$ cat src/rtl/axi_read_arbiter_n_if.sv
// AXI4 read address / read data channel bundle shared by the arbiter and its slave.
interface axi_read_arbiter_n_if #(
  parameter int ADDR_W = 32,
  parameter int DATA_W = 32
);
  logic [3:0]        arid;
  logic [ADDR_W-1:0] araddr;
  logic [7:0]        arlen;
  logic [2:0]        arsize;
  logic [1:0]        arburst;
  logic              arvalid;
  logic              arready;
  logic [3:0]        rid;
  logic [DATA_W-1:0] rdata;
  logic [1:0]        rresp;
  logic              rlast;
  logic              rvalid;
  logic              rready;

  modport master (
    output arid, araddr, arlen, arsize, arburst, arvalid, rready,
    input  arready, rid, rdata, rresp, rlast, rvalid
  );

  modport slave (
    input  arid, araddr, arlen, arsize, arburst, arvalid, rready,
    output arready, rid, rdata, rresp, rlast, rvalid
  );
endinterface

$ cat src/rtl/axi_read_arbiter_n.sv
// N-channel AXI4 read arbiter: grants one requester, issues one INCR burst,
// collects the beats into a line buffer and hands the whole line back.
module axi_read_arbiter_n #(
  parameter int NUM_CH    = 3,
  parameter int ADDR_W    = 32,
  parameter int DATA_W    = 32,
  parameter int MAX_BEATS = 4,
  parameter int RR_MODE   = 1
) (
  input  logic                        aclk,
  input  logic                        aresetn,
  input  logic [NUM_CH-1:0]           ch_req,
  input  logic [NUM_CH*ADDR_W-1:0]    ch_addr,
  input  logic [NUM_CH*8-1:0]         ch_len,
  output logic [NUM_CH-1:0]           ch_grant,
  output logic [NUM_CH-1:0]           ch_rvalid,
  output logic                        ch_rerr,
  output logic [MAX_BEATS*DATA_W-1:0] ch_rdata,
  axi_read_arbiter_n_if.master        m_axi
);
  localparam int         IDX_W   = (NUM_CH > 1) ? $clog2(NUM_CH) : 1;
  localparam int         CNT_W   = $clog2(MAX_BEATS) + 1;
  localparam logic [7:0] LEN_MAX = 8'(MAX_BEATS - 1);

  typedef enum logic [1:0] {S_IDLE, S_ADDR, S_DATA, S_DONE} state_t;

  state_t             r_state, w_state_next;
  logic [IDX_W-1:0]   r_ptr, r_win, w_sel, w_win_next;
  logic [IDX_W:0]     w_cand;
  logic               w_found, w_any, w_hs_ar, w_beat, w_err_next, w_start;
  logic [ADDR_W-1:0]  r_addr;
  logic [7:0]         r_len, w_len_sel;
  logic [CNT_W-1:0]   r_cnt;
  logic               r_err, r_arvalid, r_rready, r_rerr;
  logic               w_arvalid_next, w_rready_next;
  logic [NUM_CH-1:0]  r_grant, r_rvalid, w_grant_next, w_rvalid_next;
  logic [7:0]         w_len_arr  [NUM_CH];
  logic [ADDR_W-1:0]  w_addr_arr [NUM_CH];
  logic               w_unused_rid;

  genvar gi;
  generate
    for (gi = 0; gi < NUM_CH; gi++) begin : g_ch
      assign w_len_arr[gi]  = ch_len[gi*8 +: 8];
      assign w_addr_arr[gi] = ch_addr[gi*ADDR_W +: ADDR_W];
    end
  endgenerate

  // Cyclic search from r_ptr (round-robin) or from index 0 (fixed priority).
  always_comb begin
    w_sel   = '0;
    w_found = 1'b0;
    w_cand  = '0;
    for (int i = 0; i < NUM_CH; i++) begin
      if (RR_MODE != 0) begin
        w_cand = (IDX_W+1)'(r_ptr) + (IDX_W+1)'(i);
        if (w_cand >= (IDX_W+1)'(NUM_CH)) w_cand = w_cand - (IDX_W+1)'(NUM_CH);
      end else begin
        w_cand = (IDX_W+1)'(i);
      end
      if (!w_found && ch_req[w_cand[IDX_W-1:0]]) begin
        w_found = 1'b1;
        w_sel   = w_cand[IDX_W-1:0];
      end
    end
  end

  assign w_any      = |ch_req;
  assign w_start    = (r_state == S_IDLE) && w_any;
  assign w_len_sel  = (w_len_arr[w_sel] > LEN_MAX) ? LEN_MAX : w_len_arr[w_sel];
  assign w_hs_ar    = r_arvalid && m_axi.arready;
  assign w_beat     = r_rready && m_axi.rvalid;
  assign w_err_next = r_err || (w_beat && (m_axi.rresp != 2'b00));
  assign w_win_next = (r_state == S_IDLE) ? w_sel : r_win;

  always_comb begin
    w_state_next = r_state;
    case (r_state)
      S_IDLE:  if (w_any) w_state_next = S_ADDR;
      S_ADDR:  if (w_hs_ar) w_state_next = S_DATA;
      S_DATA:  if (w_beat && m_axi.rlast) w_state_next = S_DONE;
      S_DONE:  w_state_next = S_IDLE;
      default: w_state_next = S_IDLE;
    endcase
  end

  // Outputs are decoded from the next state so that they leave flops directly.
  always_comb begin
    w_arvalid_next = (w_state_next == S_ADDR);
    w_rready_next  = (w_state_next == S_DATA);
    w_grant_next   = '0;
    w_rvalid_next  = '0;
    if (w_state_next != S_IDLE) w_grant_next[w_win_next] = 1'b1;
    if (w_state_next == S_DONE) w_rvalid_next[w_win_next] = 1'b1;
  end

  always_ff @(posedge aclk) begin
    if (!aresetn) begin
      r_state   <= S_IDLE;
      r_ptr     <= '0;
      r_win     <= '0;
      r_addr    <= '0;
      r_len     <= '0;
      r_cnt     <= '0;
      r_err     <= 1'b0;
      r_arvalid <= 1'b0;
      r_rready  <= 1'b0;
      r_grant   <= '0;
      r_rvalid  <= '0;
      r_rerr    <= 1'b0;
    end else begin
      r_state   <= w_state_next;
      r_arvalid <= w_arvalid_next;
      r_rready  <= w_rready_next;
      r_grant   <= w_grant_next;
      r_rvalid  <= w_rvalid_next;
      r_rerr    <= (w_state_next == S_DONE) && w_err_next;
      if (w_start) begin
        r_win  <= w_sel;
        r_addr <= w_addr_arr[w_sel];
        r_len  <= w_len_sel;
        r_cnt  <= '0;
        r_err  <= 1'b0;
      end
      if (w_beat) begin
        r_err <= w_err_next;
        if (r_cnt != CNT_W'(MAX_BEATS)) r_cnt <= r_cnt + 1'b1;
      end
      if (r_state == S_DONE && RR_MODE != 0)
        r_ptr <= (r_win == IDX_W'(NUM_CH - 1)) ? '0 : r_win + 1'b1;
    end
  end

  // Line buffer; a saturated r_cnt matches no slot, so overflow beats are dropped.
  generate
    for (gi = 0; gi < MAX_BEATS; gi++) begin : g_buf
      logic [DATA_W-1:0] r_slot;
      always_ff @(posedge aclk) begin
        if (!aresetn || w_start) r_slot <= '0;
        else if (w_beat && r_cnt == CNT_W'(gi)) r_slot <= m_axi.rdata;
      end
      assign ch_rdata[gi*DATA_W +: DATA_W] = r_slot;
    end
  endgenerate

  assign w_unused_rid  = ^m_axi.rid;
  assign ch_grant      = r_grant;
  assign ch_rvalid     = r_rvalid;
  assign ch_rerr       = r_rerr;
  assign m_axi.arid    = 4'(r_win);
  assign m_axi.araddr  = r_addr;
  assign m_axi.arlen   = r_len;
  assign m_axi.arsize  = 3'($clog2(DATA_W / 8));
  assign m_axi.arburst = 2'b01;
  assign m_axi.arvalid = r_arvalid;
  assign m_axi.rready  = r_rready;
endmodule
$ cat src/flat_wrapper.sv
// flat-port wrapper written by rule: the top's interface ports become plain ports
module axi_read_arbiter_n_flat 
#(
  parameter int NUM_CH    = 3,
  parameter int ADDR_W    = 32,
  parameter int DATA_W    = 32,
  parameter int MAX_BEATS = 4,
  parameter int RR_MODE   = 1
)
  (aclk, aresetn, ch_req, ch_addr, ch_len, ch_grant, ch_rvalid, ch_rerr, ch_rdata, m_axi_arid, m_axi_araddr, m_axi_arlen, m_axi_arsize, m_axi_arburst, m_axi_arvalid, m_axi_rready, m_axi_arready, m_axi_rid, m_axi_rdata, m_axi_rresp, m_axi_rlast, m_axi_rvalid);
  axi_read_arbiter_n_if #(.ADDR_W(ADDR_W), .DATA_W(DATA_W)) m_axi_i ();
  input  logic aclk;
  input  logic aresetn;
  input  logic [NUM_CH-1:0] ch_req;
  input  logic [NUM_CH*ADDR_W-1:0] ch_addr;
  input  logic [NUM_CH*8-1:0] ch_len;
  output logic [NUM_CH-1:0] ch_grant;
  output logic [NUM_CH-1:0] ch_rvalid;
  output logic ch_rerr;
  output logic [MAX_BEATS*DATA_W-1:0] ch_rdata;
  output wire logic [$bits(m_axi_i.arid)-1:0] m_axi_arid;
  output wire logic [$bits(m_axi_i.araddr)-1:0] m_axi_araddr;
  output wire logic [$bits(m_axi_i.arlen)-1:0] m_axi_arlen;
  output wire logic [$bits(m_axi_i.arsize)-1:0] m_axi_arsize;
  output wire logic [$bits(m_axi_i.arburst)-1:0] m_axi_arburst;
  output wire logic [$bits(m_axi_i.arvalid)-1:0] m_axi_arvalid;
  output wire logic [$bits(m_axi_i.rready)-1:0] m_axi_rready;
  input wire logic [$bits(m_axi_i.arready)-1:0] m_axi_arready;
  input wire logic [$bits(m_axi_i.rid)-1:0] m_axi_rid;
  input wire logic [$bits(m_axi_i.rdata)-1:0] m_axi_rdata;
  input wire logic [$bits(m_axi_i.rresp)-1:0] m_axi_rresp;
  input wire logic [$bits(m_axi_i.rlast)-1:0] m_axi_rlast;
  input wire logic [$bits(m_axi_i.rvalid)-1:0] m_axi_rvalid;
  assign m_axi_arid = m_axi_i.arid;
  assign m_axi_araddr = m_axi_i.araddr;
  assign m_axi_arlen = m_axi_i.arlen;
  assign m_axi_arsize = m_axi_i.arsize;
  assign m_axi_arburst = m_axi_i.arburst;
  assign m_axi_arvalid = m_axi_i.arvalid;
  assign m_axi_rready = m_axi_i.rready;
  assign m_axi_i.arready = m_axi_arready;
  assign m_axi_i.rid = m_axi_rid;
  assign m_axi_i.rdata = m_axi_rdata;
  assign m_axi_i.rresp = m_axi_rresp;
  assign m_axi_i.rlast = m_axi_rlast;
  assign m_axi_i.rvalid = m_axi_rvalid;
  axi_read_arbiter_n #(.NUM_CH(NUM_CH), .ADDR_W(ADDR_W), .DATA_W(DATA_W), .MAX_BEATS(MAX_BEATS), .RR_MODE(RR_MODE)) u_core (.aclk(aclk), .aresetn(aresetn), .ch_req(ch_req), .ch_addr(ch_addr), .ch_len(ch_len), .ch_grant(ch_grant), .ch_rvalid(ch_rvalid), .ch_rerr(ch_rerr), .ch_rdata(ch_rdata), .m_axi(m_axi_i));
endmodule
$ cat config.mk
export PLATFORM = sky130hd
export DESIGN_NAME = axi_read_arbiter_n_flat
export DESIGN_NICKNAME = d
export VERILOG_FILES = /design/src/rtl/axi_read_arbiter_n_if.sv /design/src/rtl/axi_read_arbiter_n.sv /design/src/flat_wrapper.sv
export SDC_FILE = /design/constraint.sdc
export NUM_CORES = 1
export LEC_CHECK = 0
export ABC_AREA = 1
export BUFFER_PORTS_ARGS = -buffer_cell sky130_fd_sc_hd__buf_2
export CAP_MARGIN = 25
export CELL_PAD_IN_SITES_DETAIL_PLACEMENT = 0
export CELL_PAD_IN_SITES_GLOBAL_PLACEMENT = 1
export CORE_ASPECT_RATIO = 1.4
export CORE_MARGIN = 4
export CORE_UTILIZATION = 35
export DETAILED_ROUTE_END_ITERATION = 10
export GPL_TIMING_DRIVEN = 1
export HOLD_SLACK_MARGIN = 0.08
export PLACE_DENSITY = 0.92
export SLEW_MARGIN = 10
export SYNTH_ARGS = -nofsm -noshare
export SYNTH_HDL_FRONTEND = slang
export SYNTH_SLANG_ARGS = --single-unit
$ cat constraint.sdc
create_clock -name aclk -period 4.24 [get_ports aclk]
set_input_delay 0.848 -clock aclk [delete_from_list [all_inputs] [get_ports aclk]]
set_output_delay 0.848 -clock aclk [all_outputs]
set_load 0.005 [all_outputs]
After elaboration in Yosys (flattened, before gate mapping)
Index checks and enable logic that the tools add are counted.
{ "word_totals": {"wordCells": 105, "inputBits": 166, "ff_bits": 187, "out_inout_bits": 186} }
{ "op_classes": {"addsub": 7, "n_bitwise": 1, "n_lt_le_gt_ge": 10, "muxes": 34, "reduce_logical": 26, "n_eq_ne": 11} }
{ "ops": {"columns": ["operator", "n"], "rows": [
  ["$bmux W32 S2", 1],
  ["$mux W32", 2],
  ["$mux W8", 3],
  ["$mux W2", 11],
  ["$bmux W8 S2", 1],
  ["$logic_and A1 B1 Y1", 13],
  ["$lt A2 B3 Y1 const B", 4],
  ["$eq A2 B2 Y1 const B", 5],
  ["$mux W3", 3],
  ["$gt A8 B2 Y1 const B", 1],
  ["$mux W1", 8],
  ["$pmux W2 S4", 1],
  ["$bmux W1 S2", 3],
  ["$eq A3 B2 Y1 const B", 2],
  ["$ge A3 B2 Y1 const B", 2],
  ["$reduce_bool A2 Y1", 3],
  ["$sub A2 B2 Y2 const B", 3],
  ["$eq A2 B1 Y1 const B", 2],
  ["$reduce_and A2 Y1", 2],
  ["$add A2 B1 Y3 const B", 1],
  ["$add A2 B2 Y3 const B", 1],
  ["$add A3 B1 Y3 const B", 1],
  ["$eq A3 B1 Y1 const B", 1],
  ["$ge A3 B3 Y1 const B", 1],
  ["11 further kinds", 14]
]} }

Depth between registers and ports, before layout
{ "depth": {"word_depth": 17, "mapped_depth": 18, "depth_no_buf": 17} }

Worst setup path after synthesis
Ideal clock, no wire load.
{ "synth_timing": {"path_type": "input-to-reg", "from": "input port ch_req[2]", "to": "register u_core.r_addr[16] (netlist: u_core.m_axi.araddr[16])", "stages": 12, "n_path_buf": 1, "t_required_ns": 4.112, "path_slack_ns": 2.167, "setup_ns": 0.128, "arrival_time_ns": 1.946, "cell_sequence": "inv_1 o21ai_2 nand2_4 nand3_4 clkinv_2 nand2_2 nand2_8 inv_4 nor2_8 buf_4 a21oi_1 nor2_1"} }
{ "synth_via": {"elab_chain_len": 13, "elab_cells_between_ends": 21, "cone_classes": "14 x mux; 1 x bitwise; 6 x reduce/logical"} }
{ "synth_lines": {"columns": ["element", "line", "text"], "rows": [
  ["start: declaration", "flat_wrapper.sv:14", "input logic [NUM_CH-1:0] ch_req;"],
  ["$bmux W1 S2", "axi_read_arbiter_n.sv:61", "if (!w_found && ch_req[w_cand[IDX_W-1:0]]) begin"],
  ["$mux W1 (not written as such)", "axi_read_arbiter_n.sv:61", null],
  ["$mux W1", "axi_read_arbiter_n.sv:61", null],
  ["$logic_not A1 Y1", "axi_read_arbiter_n.sv:61", null],
  ["$logic_and A1 B1 Y1", "axi_read_arbiter_n.sv:61", null],
  ["$mux W1", "axi_read_arbiter_n.sv:61", null],
  ["$logic_not A1 Y1", "axi_read_arbiter_n.sv:61", null],
  ["$logic_and A1 B1 Y1", "axi_read_arbiter_n.sv:61", null],
  ["$mux W2", "axi_read_arbiter_n.sv:61", null],
  ["$not A2 Y3 (not written as such)", "axi_read_arbiter_n.sv:120", "r_addr <= w_addr_arr[w_sel];"],
  ["$bmux W32 S2", "axi_read_arbiter_n.sv:120", null],
  ["$mux W32 (not written as such) (2 in series)", "axi_read_arbiter_n.sv:120", null],
  ["end signal: assignment", "axi_read_arbiter_n.sv:120", null],
  ["end: declaration", "axi_read_arbiter_n.sv:31", "logic [ADDR_W-1:0] r_addr;"]
]} }
Several ways; a longest one is shown, not always the timed one. The select of a mux whose other input is x is not followed.
A chain may end at the register's enable or synchronous reset.

Worst setup path after layout
{ "layout_timing": {"from": "input port m_axi_rvalid", "to": "register u_core.g_buf[0].r_slot[19]"} }
{ "layout_via": {"elab_chain_len": 2} }
{ "layout_lines": {"columns": ["element", "line", "text"], "rows": [
  ["start: declaration", "flat_wrapper.sv:33", "input wire logic [$bits(m_axi_i.rvalid)-1:0] m_axi_rvalid;"],
  ["$logic_and A1 B1 Y1", "axi_read_arbiter_n.sv:72", "assign w_beat = r_rready && m_axi.rvalid;"],
  ["$logic_and A1 B1 Y1", "axi_read_arbiter_n.sv:140", "else if (w_beat && r_cnt == CNT_W'(gi)) r_slot <= m_axi.rdata;"],
  ["end signal: assignment", "axi_read_arbiter_n.sv:140", null],
  ["end: declaration", "axi_read_arbiter_n.sv:137", "logic [DATA_W-1:0] r_slot;"]
]} }
Every way passes these cells.

==> results.env <==
CRITICALPATHCATEGORY='input port to flop'
HPWL_UM=18500
CP_NUM_CELLS=9
DETAILEDPLACE.WORSTSLACK_NS=1.05
FINAL_HOLD_VIOL_COUNT=0
SYNTH-SEQ-CELLS=187
YS_SEQ_AREA_SHARE_PCT=48.0
POSTSYNTHCELLCOUNT=1093
SYNTHDOMINANTCELLAREASHARE_PCT=48.0
TOTAL_LEAKAGE_POWER_uW=0.00489
LAYOUT_OVERHEAD_ON_THE_SYNTHESIZED_AREA_PCT=31.2
WORSTPATHARRIVAL_NS=3.10
INITIAL_ANTENNA_VIOLATION_COUNT=2
ANTENNA_VIOLATING_NETS_POST_ROUTE=0
FLOORPLAN.DIE_AREA_UM2=24800
START_UTIL_PCT=35.7
GP_CONGESTION=0.857
MAPPEDNETLISTAREA_UM2=7790
CTS_TREE='yes'
POST_CTS_HOLD_BUFFER_COUNT=0
HP-START='u_core.m_axi.arlen[7]'
CLK_ROOT_BUFFER_CELL='clkbuf_16'
CORE-AREA_UM2=21900
FP.DIEH_UM=185
ROUTED_WIRELENGTH_UM=25500
POWER_DENSITY_nW_PER_UM2=379
GRT.OVERFLOW.TOTAL=0
FINAL_MIN_PERIOD_OVER_CLOCK_PERIOD_PCT=64.8
PORT-BUFFER-COUNT=340
WL_PER_CELL_UM=14.9
WORST_SLACK_NS=1.49
WORST-PATH-MAX-FANOUT=33
PERIOD_NEEDED_NS=2.75
TRITONCTS.NUM_BUFFERS=17
FINCLKSKEW_NS=0.00954
CRIT_SLOWEST_CELL='inv_1'
FINAL_MAX_SLEW_VIOL_COUNT=0
R2R.WORST_PATH.CELLS=8
R2R_START='u_core.m_axi.rready'
REMAINING_DRC_ERRORS=0
GRT_START_MAX_NET_PINS=85
PATH_BUF_INV=5
MAX_FREQ_MHz=364
CLOCK_LATENCY_NS=0.44
HOLD_PATH_DEPTH=2
CP_DATA_REQUIRED_TIME_NS=4.59
POST-SYNTH-TOP-AREA-CELL='dfxtp_1'
FLOORPLAN.ROWS=64
CRITICAL-PATH-MAX-STAGE-DELAY_NS=0.65
CLK_TRANSITION_REPORTED_PATHS_NS=0.07
SYNTH_CELL_TYPE_COUNT=34
SLEW_HEADROOM_PCT=46.4
SYNTH_EDF_COUNT=0
VDD.IR_DROP.WORST_mV=0.273
DIE_WIDTH_UM=134
CTS_SETUP_BUFFERS=0
STARTPOINT_TYPE='input port'
DRT-PASS1-ITER-COUNT=5
CTS_MAX_PATH_BUFFERS=2
SYNTH-MAIN-FF-CELL='dfxtp_1'
TRACK_USAGE_PCT=20.0
SYN_AVG_CELL_AREA_UM2=7.13
SETUP_TOTAL_NEGATIVE_SLACK_NS=0
FINAL_LAYOUT_SIZE_SUFFIX_GT1_SHARE_PCT=29.1
OUTCOME='finished, final reports clean'
MAXCAPVIOLATIONS=0
NUM_IO_PINS=352
RESIZED_AFTER_CTS=0
VIAS_PER_CELL=4.70
TIMING.CRITICAL_PATH.MAX_DELAY_FAMILY='buffers and inverters'
SETUP-VIOLATIONS-FINAL=0
GRT_SETUP_UNREPAIRED='no'
PLACEDCELLCOUNT=1677
CRIT_PATH_CELL_TRACE='buf_2 > nand2_1 > inv_1 > nand3_1 > buf_4 > inv_1 > buf_4 > nand2_1 > a21oi_1'
WIRE_LENGTH_OF_THE_FIRST_GLOBAL_ROUTING_PASS_UM=39700
HOLDCRITPATHCLASS='flop to flop'
WORST-SLEW-PIN-TRANSITION_NS=0.800
CTSHTREEMAXLEVEL=4
INSTANCES_NO_FILL=1711
DR.FIRST_ITER.DRC_COUNT=493
VIA_COUNT_OF_THE_FIRST_GLOBAL_ROUTING_PASS=7787
FINALNETCOUNT=1574
TIMING.CRITICAL_PATH.TO_TYPE='flop'
DR_TOTAL_VIAS=8041
SYNTHTOPCELLSBYAREA='dfxtp_1, nand2_1, a21oi_1'
PROPORTION_OF_SYNTHESIZED_FLIP_FLOPS_HAVING_ASYNCHRONOUS_SET_OR_RESET_PCT=0
CRIT_START='m_axi_rvalid'
COUNT_OF_CLOCK_TREE_SINKS=187
SYNTH.YOSYS.WARNINGS=0
[registers in the layout (all words and copies together), names as in the netlist]
signal,cells
u_core.r_cnt,3
u_core.r_state,2
u_core.m_axi.arlen,8
u_core.ch_rerr,1
u_core.ch_grant,3
u_core.r_ptr,2
u_core.r_win,2
u_core.m_axi.araddr,32
u_core.r_err,1
u_core.g_buf.r_slot,128
u_core.ch_rvalid,3
u_core.m_axi.rready,1
u_core.m_axi.arvalid,1
[per-stage QoR]
step / power [µW] / util [%] / hold WS (ns) / area, µm²
2_1_floorplan: 2180 / - / 0.435 / 7810
3_3_place_gp: 2370 / 44.0 / 0.423 / 9610
3_5_place_dp: 2370 / 44.2 / 0.428 / 9660
4_1_cts: 3920 / 46.7 / 0.440 / 10200
5_1_grt: 4070 / 46.8 / 0.468 / 10200
6_report: 3880 / 46.8 / 0.438 / 10200
[cell families (layout without fill, tap and decap cells)]
kind of cell / Yosys count / in the layout / synth area share (%)
AND/OR/NAND/NOR: 603 / 603 / 31.8
adder cells (fa/ha/maj): 9 / 9 / 1.44
flip-flops: 187 / 187 / 48.0
buffers and inverters: 122 / 436 / 7.34
AO/OA/AOI/OAI: 170 / 170 / 11.3
other: 2 / 9 / 0.0963
[synthesized netlist by cell type, types with 3 or more instances]
| cell | number |
|---|---|
| nand2_2 | 3 |
| inv_1 | 41 |
| a21oi_1 | 151 |
| buf_1 | 4 |
| nor4_1 | 3 |
| buf_4 | 10 |
| buf_6 | 6 |
| a31oi_1 | 5 |
| nor2_1 | 47 |
| ha_1 | 9 |
| nand3_1 | 65 |
| buf_2 | 20 |
| a211oi_1 | 5 |
| inv_2 | 5 |
| o21ai_0 | 5 |
| dfxtp_1 | 187 |
| nand2_1 | 469 |
| nand3_2 | 4 |
| clkbuf_1 | 32 |
[metal layers]
layer,track usage (%),share of wire (%),up-vias
met5,0,0,-
met4,8.96,3.0,0
met3,5.82,8.2,45
met2,35.3,50,325
met1,22.4,39,3602
li1,-,-,4069
[cell usage in the layout, fill, tap and decap left out, types with 4 or more instances in the layout]
cell type	count
a211oi_1	5
a21oi_1	151
a31oi_1	5
buf_2	340
buf_4	11
clkbuf_16	17
clkinv_2	6
clkinvlp_4	5
conb_1	7
dfxtp_1	187
ha_1	9
inv_1	40
inv_2	5
nand2_1	469
nand3_1	65
nand3_2	4
nor2_1	47
o21ai_0	5
[report_power, final]
part	internal, µW	switching [µW]	total, µW
Clock	819	725	1540
Combinational	183	314	497
Sequential	1810	27.0	1830
Total	2810	1070	3880
[worst register-to-register path, stage by stage (launching register included)]
cell and delay (ns):
dfxtp_1 0.35, nand2_1 0.10, inv_1 0.43, nand3_1 0.14, buf_4 0.30, inv_1 0.67, buf_4 0.35, nand2_1 0.07
a21oi_1 0.14
[cell type report]
type,instances,area (µm²)
antenna,2,5.00
clock buffer,17,425
clock inverter,15,139
fill,2280,11600
inverter,50,195
multi-input combinational,789,3500
sequential,187,3740
tap,297,372
timing repair buffer,354,1850
[path summary, 6_finish.rpt]
check | end | slack [ns]
worst max-delay path | u_core.g_buf[0].r_slot[19] | 1.49
worst min-delay path | u_core.m_axi.arlen[7] | 0.44
worst max register to register | u_core.g_buf[0].r_slot[19] | 1.61
worst min register to register | u_core.m_axi.arlen[7] | 0.44
(Power assumes the default switching activity.)
